### config.mk
export PLATFORM = sky130hd
export DESIGN_NAME = alu_share_arbiter
export DESIGN_NICKNAME = d
export VERILOG_FILES = /design/src/rtl/alu_share_arbiter.sv
export SDC_FILE = /design/constraint.sdc
export NUM_CORES = 1
export LEC_CHECK = 0
export ABC_CLOCK_PERIOD_IN_PS = 9500
export BUFFER_PORTS_ARGS = -buffer_cell sky130_fd_sc_hd__buf_4
export CORE_MARGIN = 5
export CORE_UTILIZATION = 49
export DETAILED_ROUTE_END_ITERATION = 7
export GPL_TIMING_DRIVEN = 0
export HOLD_SLACK_MARGIN = 0.08
export PLACE_DENSITY = 0.86
export RECOVER_POWER = 50
export SYNTH_ARGS = -nofsm -noshare
export SYNTH_HDL_FRONTEND = slang
export SYNTH_SLANG_ARGS = --single-unit
### constraint.sdc
create_clock -name clk -period 9.5 [get_ports clk]
set_input_delay 0.95 -clock clk [delete_from_list [all_inputs] [get_ports clk]]
set_output_delay 0.95 -clock clk [all_outputs]
set_load 0.05 [all_outputs]
### src/rtl/alu_share_arbiter.sv
// Round-robin share of one combinational ALU between two requesters.
// One transaction in flight: IDLE accepts, EXEC drives the ALU, RESP holds the result.
module alu_share_arbiter #(
  parameter int WIDTH = 32
) (
  input  logic             clk,
  input  logic             rst,
  input  logic             req0_valid,
  output logic             req0_ready,
  input  logic [3:0]       req0_cmd,
  input  logic [WIDTH-1:0] req0_val1,
  input  logic [WIDTH-1:0] req0_val2,
  input  logic             req0_s,
  input  logic             req1_valid,
  output logic             req1_ready,
  input  logic [3:0]       req1_cmd,
  input  logic [WIDTH-1:0] req1_val1,
  input  logic [WIDTH-1:0] req1_val2,
  input  logic             req1_s,
  output logic [3:0]       alu_cmd,
  output logic [WIDTH-1:0] alu_val1,
  output logic [WIDTH-1:0] alu_val2,
  output logic             alu_c,
  input  logic [WIDTH-1:0] alu_out,
  input  logic [3:0]       alu_sr,
  output logic             resp0_valid,
  input  logic             resp0_ready,
  output logic             resp1_valid,
  input  logic             resp1_ready,
  output logic [WIDTH-1:0] resp_result,
  output logic [3:0]       resp_sr,
  output logic [3:0]       sr_q
);

  typedef enum logic [1:0] {IDLE, EXEC, RESP} state_t;

  state_t             state_q, state_d;
  logic               last_grant_q, last_grant_d;
  logic               gid_q, gid_d;
  logic               s_q, s_d;
  logic [3:0]         cmd_q, cmd_d;
  logic [WIDTH-1:0]   val1_q, val1_d;
  logic [WIDTH-1:0]   val2_q, val2_d;
  logic [WIDTH-1:0]   resp_result_q, resp_result_d;
  logic [3:0]         resp_sr_q, resp_sr_d;
  logic [3:0]         sr_d;
  logic               grant0, grant1;

  // Under contention the requester that did not win last time gets the grant.
  assign grant0 = req0_valid & (~req1_valid |  last_grant_q);
  assign grant1 = req1_valid & (~req0_valid | ~last_grant_q);

  assign req0_ready  = (state_q == IDLE) & grant0;
  assign req1_ready  = (state_q == IDLE) & grant1;
  assign resp0_valid = (state_q == RESP) & ~gid_q;
  assign resp1_valid = (state_q == RESP) &  gid_q;

  assign alu_cmd     = cmd_q;
  assign alu_val1    = val1_q;
  assign alu_val2    = val2_q;
  assign alu_c       = sr_q[2];
  assign resp_result = resp_result_q;
  assign resp_sr     = resp_sr_q;

  always_comb begin
    state_d       = state_q;
    last_grant_d  = last_grant_q;
    gid_d         = gid_q;
    s_d           = s_q;
    cmd_d         = cmd_q;
    val1_d        = val1_q;
    val2_d        = val2_q;
    resp_result_d = resp_result_q;
    resp_sr_d     = resp_sr_q;
    sr_d          = sr_q;
    unique case (state_q)
      IDLE: begin
        if (grant0 | grant1) begin
          gid_d   = grant1;
          cmd_d   = grant1 ? req1_cmd  : req0_cmd;
          val1_d  = grant1 ? req1_val1 : req0_val1;
          val2_d  = grant1 ? req1_val2 : req0_val2;
          s_d     = grant1 ? req1_s    : req0_s;
          state_d = EXEC;
        end
      end
      EXEC: begin
        resp_result_d = alu_out;
        resp_sr_d     = alu_sr;
        if (s_q) sr_d = alu_sr;
        last_grant_d  = gid_q;
        state_d       = RESP;
      end
      RESP: begin
        if (gid_q ? resp1_ready : resp0_ready) state_d = IDLE;
      end
      default: state_d = IDLE;
    endcase
  end

  always_ff @(posedge clk or posedge rst) begin
    if (rst) begin
      state_q       <= IDLE;
      last_grant_q  <= 1'b1;
      gid_q         <= 1'b0;
      s_q           <= 1'b0;
      cmd_q         <= '0;
      val1_q        <= '0;
      val2_q        <= '0;
      resp_result_q <= '0;
      resp_sr_q     <= '0;
      sr_q          <= '0;
    end else begin
      state_q       <= state_d;
      last_grant_q  <= last_grant_d;
      gid_q         <= gid_d;
      s_q           <= s_d;
      cmd_q         <= cmd_d;
      val1_q        <= val1_d;
      val2_q        <= val2_d;
      resp_result_q <= resp_result_d;
      resp_sr_q     <= resp_sr_d;
      sr_q          <= sr_d;
    end
  end

endmodule

## Word level (Yosys, flattened, before mapping)

Cells that the tools add are included.

- Equality and inequality tests: 4
- Mux-type cells: 8
- Bitwise gates (word level): 13
- Reduce and logical (&&, ||, !) cells: 4

Operators by type and width:

| cell | count |
|---|---|
| 32-bit 2-to-1 mux | 2 |
| 1-bit AND | 6 |
| 2-bit case mux with 3 select lines | 1 |
| 2-bit AND reduction | 3 |
| 2-bit 2-to-1 mux | 2 |
| 4-bit 2-to-1 mux | 1 |
| 2-bit by 1-bit inequality test with 1-bit output (second input constant) | 2 |
| 1-bit inverter | 4 |
| 1-bit OR | 3 |
| 2-bit by 1-bit == test with 1-bit output (second input constant) | 1 |
| 2-bit == test (second input constant) | 1 |
| 2-bit zero test | 1 |
| 1-bit 2-to-1 mux | 2 |

- Flip-flop bits (word level): 113
- Input bits: 180
- Output and inout port bits: 113

## Logic depth before layout (Yosys ltp)

- Depth after elaboration: 6
- Gate-level depth with buffers: 5
- Depth with buffers taken out: 3

## Least setup slack after synthesis

No wires, ideal clock.

- Kind: input to output
- Start point: in req1_valid
- End point: out req1_ready
- Arrival time: 2529 ps
- Data required time: 8550 ps
- Setup slack: 6021 ps
- Cell stages on the path: 4
- Path buffers: 2
- Path through: a21bo_1 > buf_6 > buf_12 > nor3_1

- Cells in the longest elaborated chain, start to end: 2

Ends and longest elaborated chain:

| what | line | text |
|---|---|---|
| start, declared | 14 | `input logic req1_valid,` |
| 1-bit AND | 51 | `assign grant1 = req1_valid & (~req0_valid \| ~last_grant_q);` |
| 1-bit AND | 54 | `assign req1_ready = (state_q == IDLE) & grant1;` |
| end, declared | 15 | `output logic req1_ready,` |

Every way passes these cells.

==> impl_metrics.env <==
export IMPL_status="finished, violations left"
export IMPL_violations="max-capacitance violations, max-slew violations"
export IMPL_clkTransAtPathRegs_ns=0.05
export IMPL_antenna_found_initial=0
export IMPL_pwr_density_cell_nw_per_um2=426.4
export IMPL_yosys_area_top_type="dfrtp_1"
export IMPL_grt_max_degree=63
export IMPL_ir_worst_vdd_mv=0.3317
export IMPL_synth_nets=510
export IMPL_place_gp_congestion=0.7576
export IMPL_coreArea_um2=11370
export IMPL_intPower_uw=1992
export IMPL_p_leak_uw=0.004396
export IMPL_worstSetupPathType="in -> async"
export IMPL_post_cts_resized=0
export IMPL_wl_mm=15.77
export IMPL_grt_setup_unrepaired="false"
export IMPL_setup_tns_ns=0
export IMPL_ys_types=22
export IMPL_first_pass_iters=4
export IMPL_final_common_cell="buf_4"
export IMPL_synth_seq_area_share=0.4982
export IMPL_slowest_delay_ns=2.40
export IMPL_grt_pass1_wl_mm=24.50
export IMPL_die_area_um2=13840
export IMPL_postRouteAntennaNets=0
export IMPL_ys_warn_count=0
export IMPL_num_rows=39
export IMPL_io_pins=293
export IMPL_tightestPinTransition_ns=3.258
export IMPL_cts_made_buffers=17
export IMPL_fmax_ghz=0.2000
export IMPL_port_buffers=292
export IMPL_maxSlewHeadroom=-1.172
export IMPL_grt_ovfl_total=0
export IMPL_hold_viol_final=0
export IMPL_worstPathCellList="clkbuf_4 > clkinvlp_2 > clkbuf_1"
export IMPL_comb_power_share=0.576
export IMPL_start_kind="primary input"
export IMPL_grt_pass1_vias=4553
export IMPL_track_usage=0.2255
export IMPL_path_max_fanout=62
export IMPL_vias=3961
export IMPL_period_needed_ns=5.001
export IMPL_clock_latency_ns=0.40
export IMPL_dp_hpwl_mm=12.21
export IMPL_critPathCaptureType="async pin"
export IMPL_postCtsSetupBuffers=0
export IMPL_netlist_instances=330
export IMPL_syn_cell_area_um2=5678
export IMPL_cts_tree="done"
export IMPL_cts_htree_levels=4
export IMPL_pwr_share_clk=0.179
export IMPL_avgSynthCellArea_um2=17.21
export IMPL_path_buf_inv=3
export IMPL_slew_viol_final=116
export IMPL_fin_nets=822
export IMPL_fin_worst_hold_slack_ns=0.4894
export IMPL_hold_path_class="reg -> reg"
export IMPL_worstPathRequired_ns=9.27
export IMPL_synthDominantCellAreaShare=0.4936
export IMPL_nFillCells=721
export IMPL_die_x_um=117.6
export IMPL_wl_per_cell_um=19.76
export IMPL_critPathTopFamily="buffers and inverters"
export IMPL_via_per_inst=4.964
export IMPL_num_antenna_cells=0
export IMPL_fin_crit_sh=0.5264
export IMPL_maxCapViolations=2
export IMPL_final_cell_mix="292 x buf_4, 132 x mux2_4, 112 x dfrtp_1, 42 x mux2_1, 17 x clkbuf_16"
export IMPL_drtIter0Drc=181
export IMPL_sw_frac_of_total=0.4527
export IMPL_root_buffer="clkbuf_16"
export IMPL_drc=0
export IMPL_synthTopCellsByArea="dfrtp_1 49%, mux2_4 36%, mux2_1 7.1%"
export IMPL_finalPower_uw=3640
export IMPL_clock_skew_final_ns=0.006221
export IMPL_synth_seq_cells=113
export IMPL_clockBufferDepth=2
export IMPL_hold_buffers=0
export IMPL_switching_power_uw=1648
export IMPL_drive_above_1_share=0.7176
export IMPL_die_h_um=117.6
export IMPL_p_seq_frac=0.245
export IMPL_crit_arrival_ns=4.77
export IMPL_final_cell_area_um2=8537
export IMPL_start_util=0.4994
export IMPL_cts_sinks=113
export IMPL_cp_slowest_cell="clkbuf_1"
export IMPL_placed_area_um2=8079
export IMPL_finalSetupViolCount=0
export IMPL_area_growth_pct=50.35
-- synth_stat cells (all sizes together) --
cell type / count
mux2: 179
dfstp: 1
or2b: 1
nand2: 1
nand3b: 1
o21a: 1
a21bo: 1
and3: 1
inv: 2
dfrtp: 112
nand2b: 2
nor3: 1
buf: 21
nor2: 3
o21ai: 2
o21bai: 1
-- metal layers --
layer / vias up / share of wire / global-route usage
li1: 1803 / - / -
met3: 23 / 0.076 / 0.07881
met1: 1938 / 0.37 / 0.2506
met2: 197 / 0.54 / 0.4010
met4: 0 / 0.020 / 0.07527
met5: - / 0 / 0
-- cells by family (layout without fill, tap and decap cells) --
logic type | after synthesis | after routing | synth area share
muxes | 179 | 179 | 0.4462
AOI/OAI and AO/OA | 5 | 5 | 0.006169
buffers and inverters | 23 | 348 | 0.03989
and+or+nand+nor | 10 | 10 | 0.009475
DFF | 113 | 113 | 0.4982
-- path summary, 6_finish.rpt --
kind | start | end | cells after the start | slack [ns]
max | rst | alu_val2[28] | 3 | 4.50
min | resp_result[14] | resp_result[14] | 1 | 0.49
max reg2reg | last_grant_q | alu_val1[2] | 5 | 7.00
min reg2reg | resp_result[14] | resp_result[14] | 1 | 0.49
max in group clk | req1_valid | req1_ready | 6 | 5.83
min in group asynchronous | rst | resp_result[25] | 2 | 1.17
-- power by group through the flow --
stage	logic, uW	registers, uW	clock network (uW)
after CTS	2150	892	664
after global placement	2100	874	0
final	2100	891	652
after detailed placement	2140	887	0
after floorplan	690	1700	0
after global routing	2180	923	691
-- worst register-to-register path, cell delays in order (launching register included) --
cell and delay (ns):
dfstp_2 0.54, a21bo_1 0.12, clkbuf_1 0.41, clkbuf_1 0.66, mux2_1 0.40, mux2_4 0.26
-- registers in the layout, indices dropped and copies added, names as in the netlist --
| name | flops |
|---|---|
| alu_val1 | 32 |
| alu_val2 | 32 |
| resp_result | 32 |
| alu_cmd | 4 |
| resp_sr | 4 |
| sr_q | 4 |
| state_q | 2 |
| gid_q | 1 |
| last_grant_q | 1 |
| s_q | 1 |
-- stage by stage --
stage          utilization  setup WS (ns)  std cells
2_1_floorplan            -          5.564        330
3_3_place_gp        0.7079          4.462        765
3_5_place_dp        0.7106          6.521        766
4_1_cts             0.7648          6.469        798
5_1_grt             0.7509          3.444        798
6_report            0.7509          4.499        798
-- cell type report --
cell class              instances  area [um2]  area share
flip-flops and latches        113        2829      0.3314
clock buffers                  23       488.0     0.05716
inverters                       2       8.758    0.001026
plain buffers                  21       107.6     0.01260
clock inverters                 9       128.9     0.01510
multi-input cells             194        2600      0.3046
repair buffers                293        2196      0.2572
well taps                     143       178.9     0.02096
Note: power is estimated with default switching activity, not from simulation.
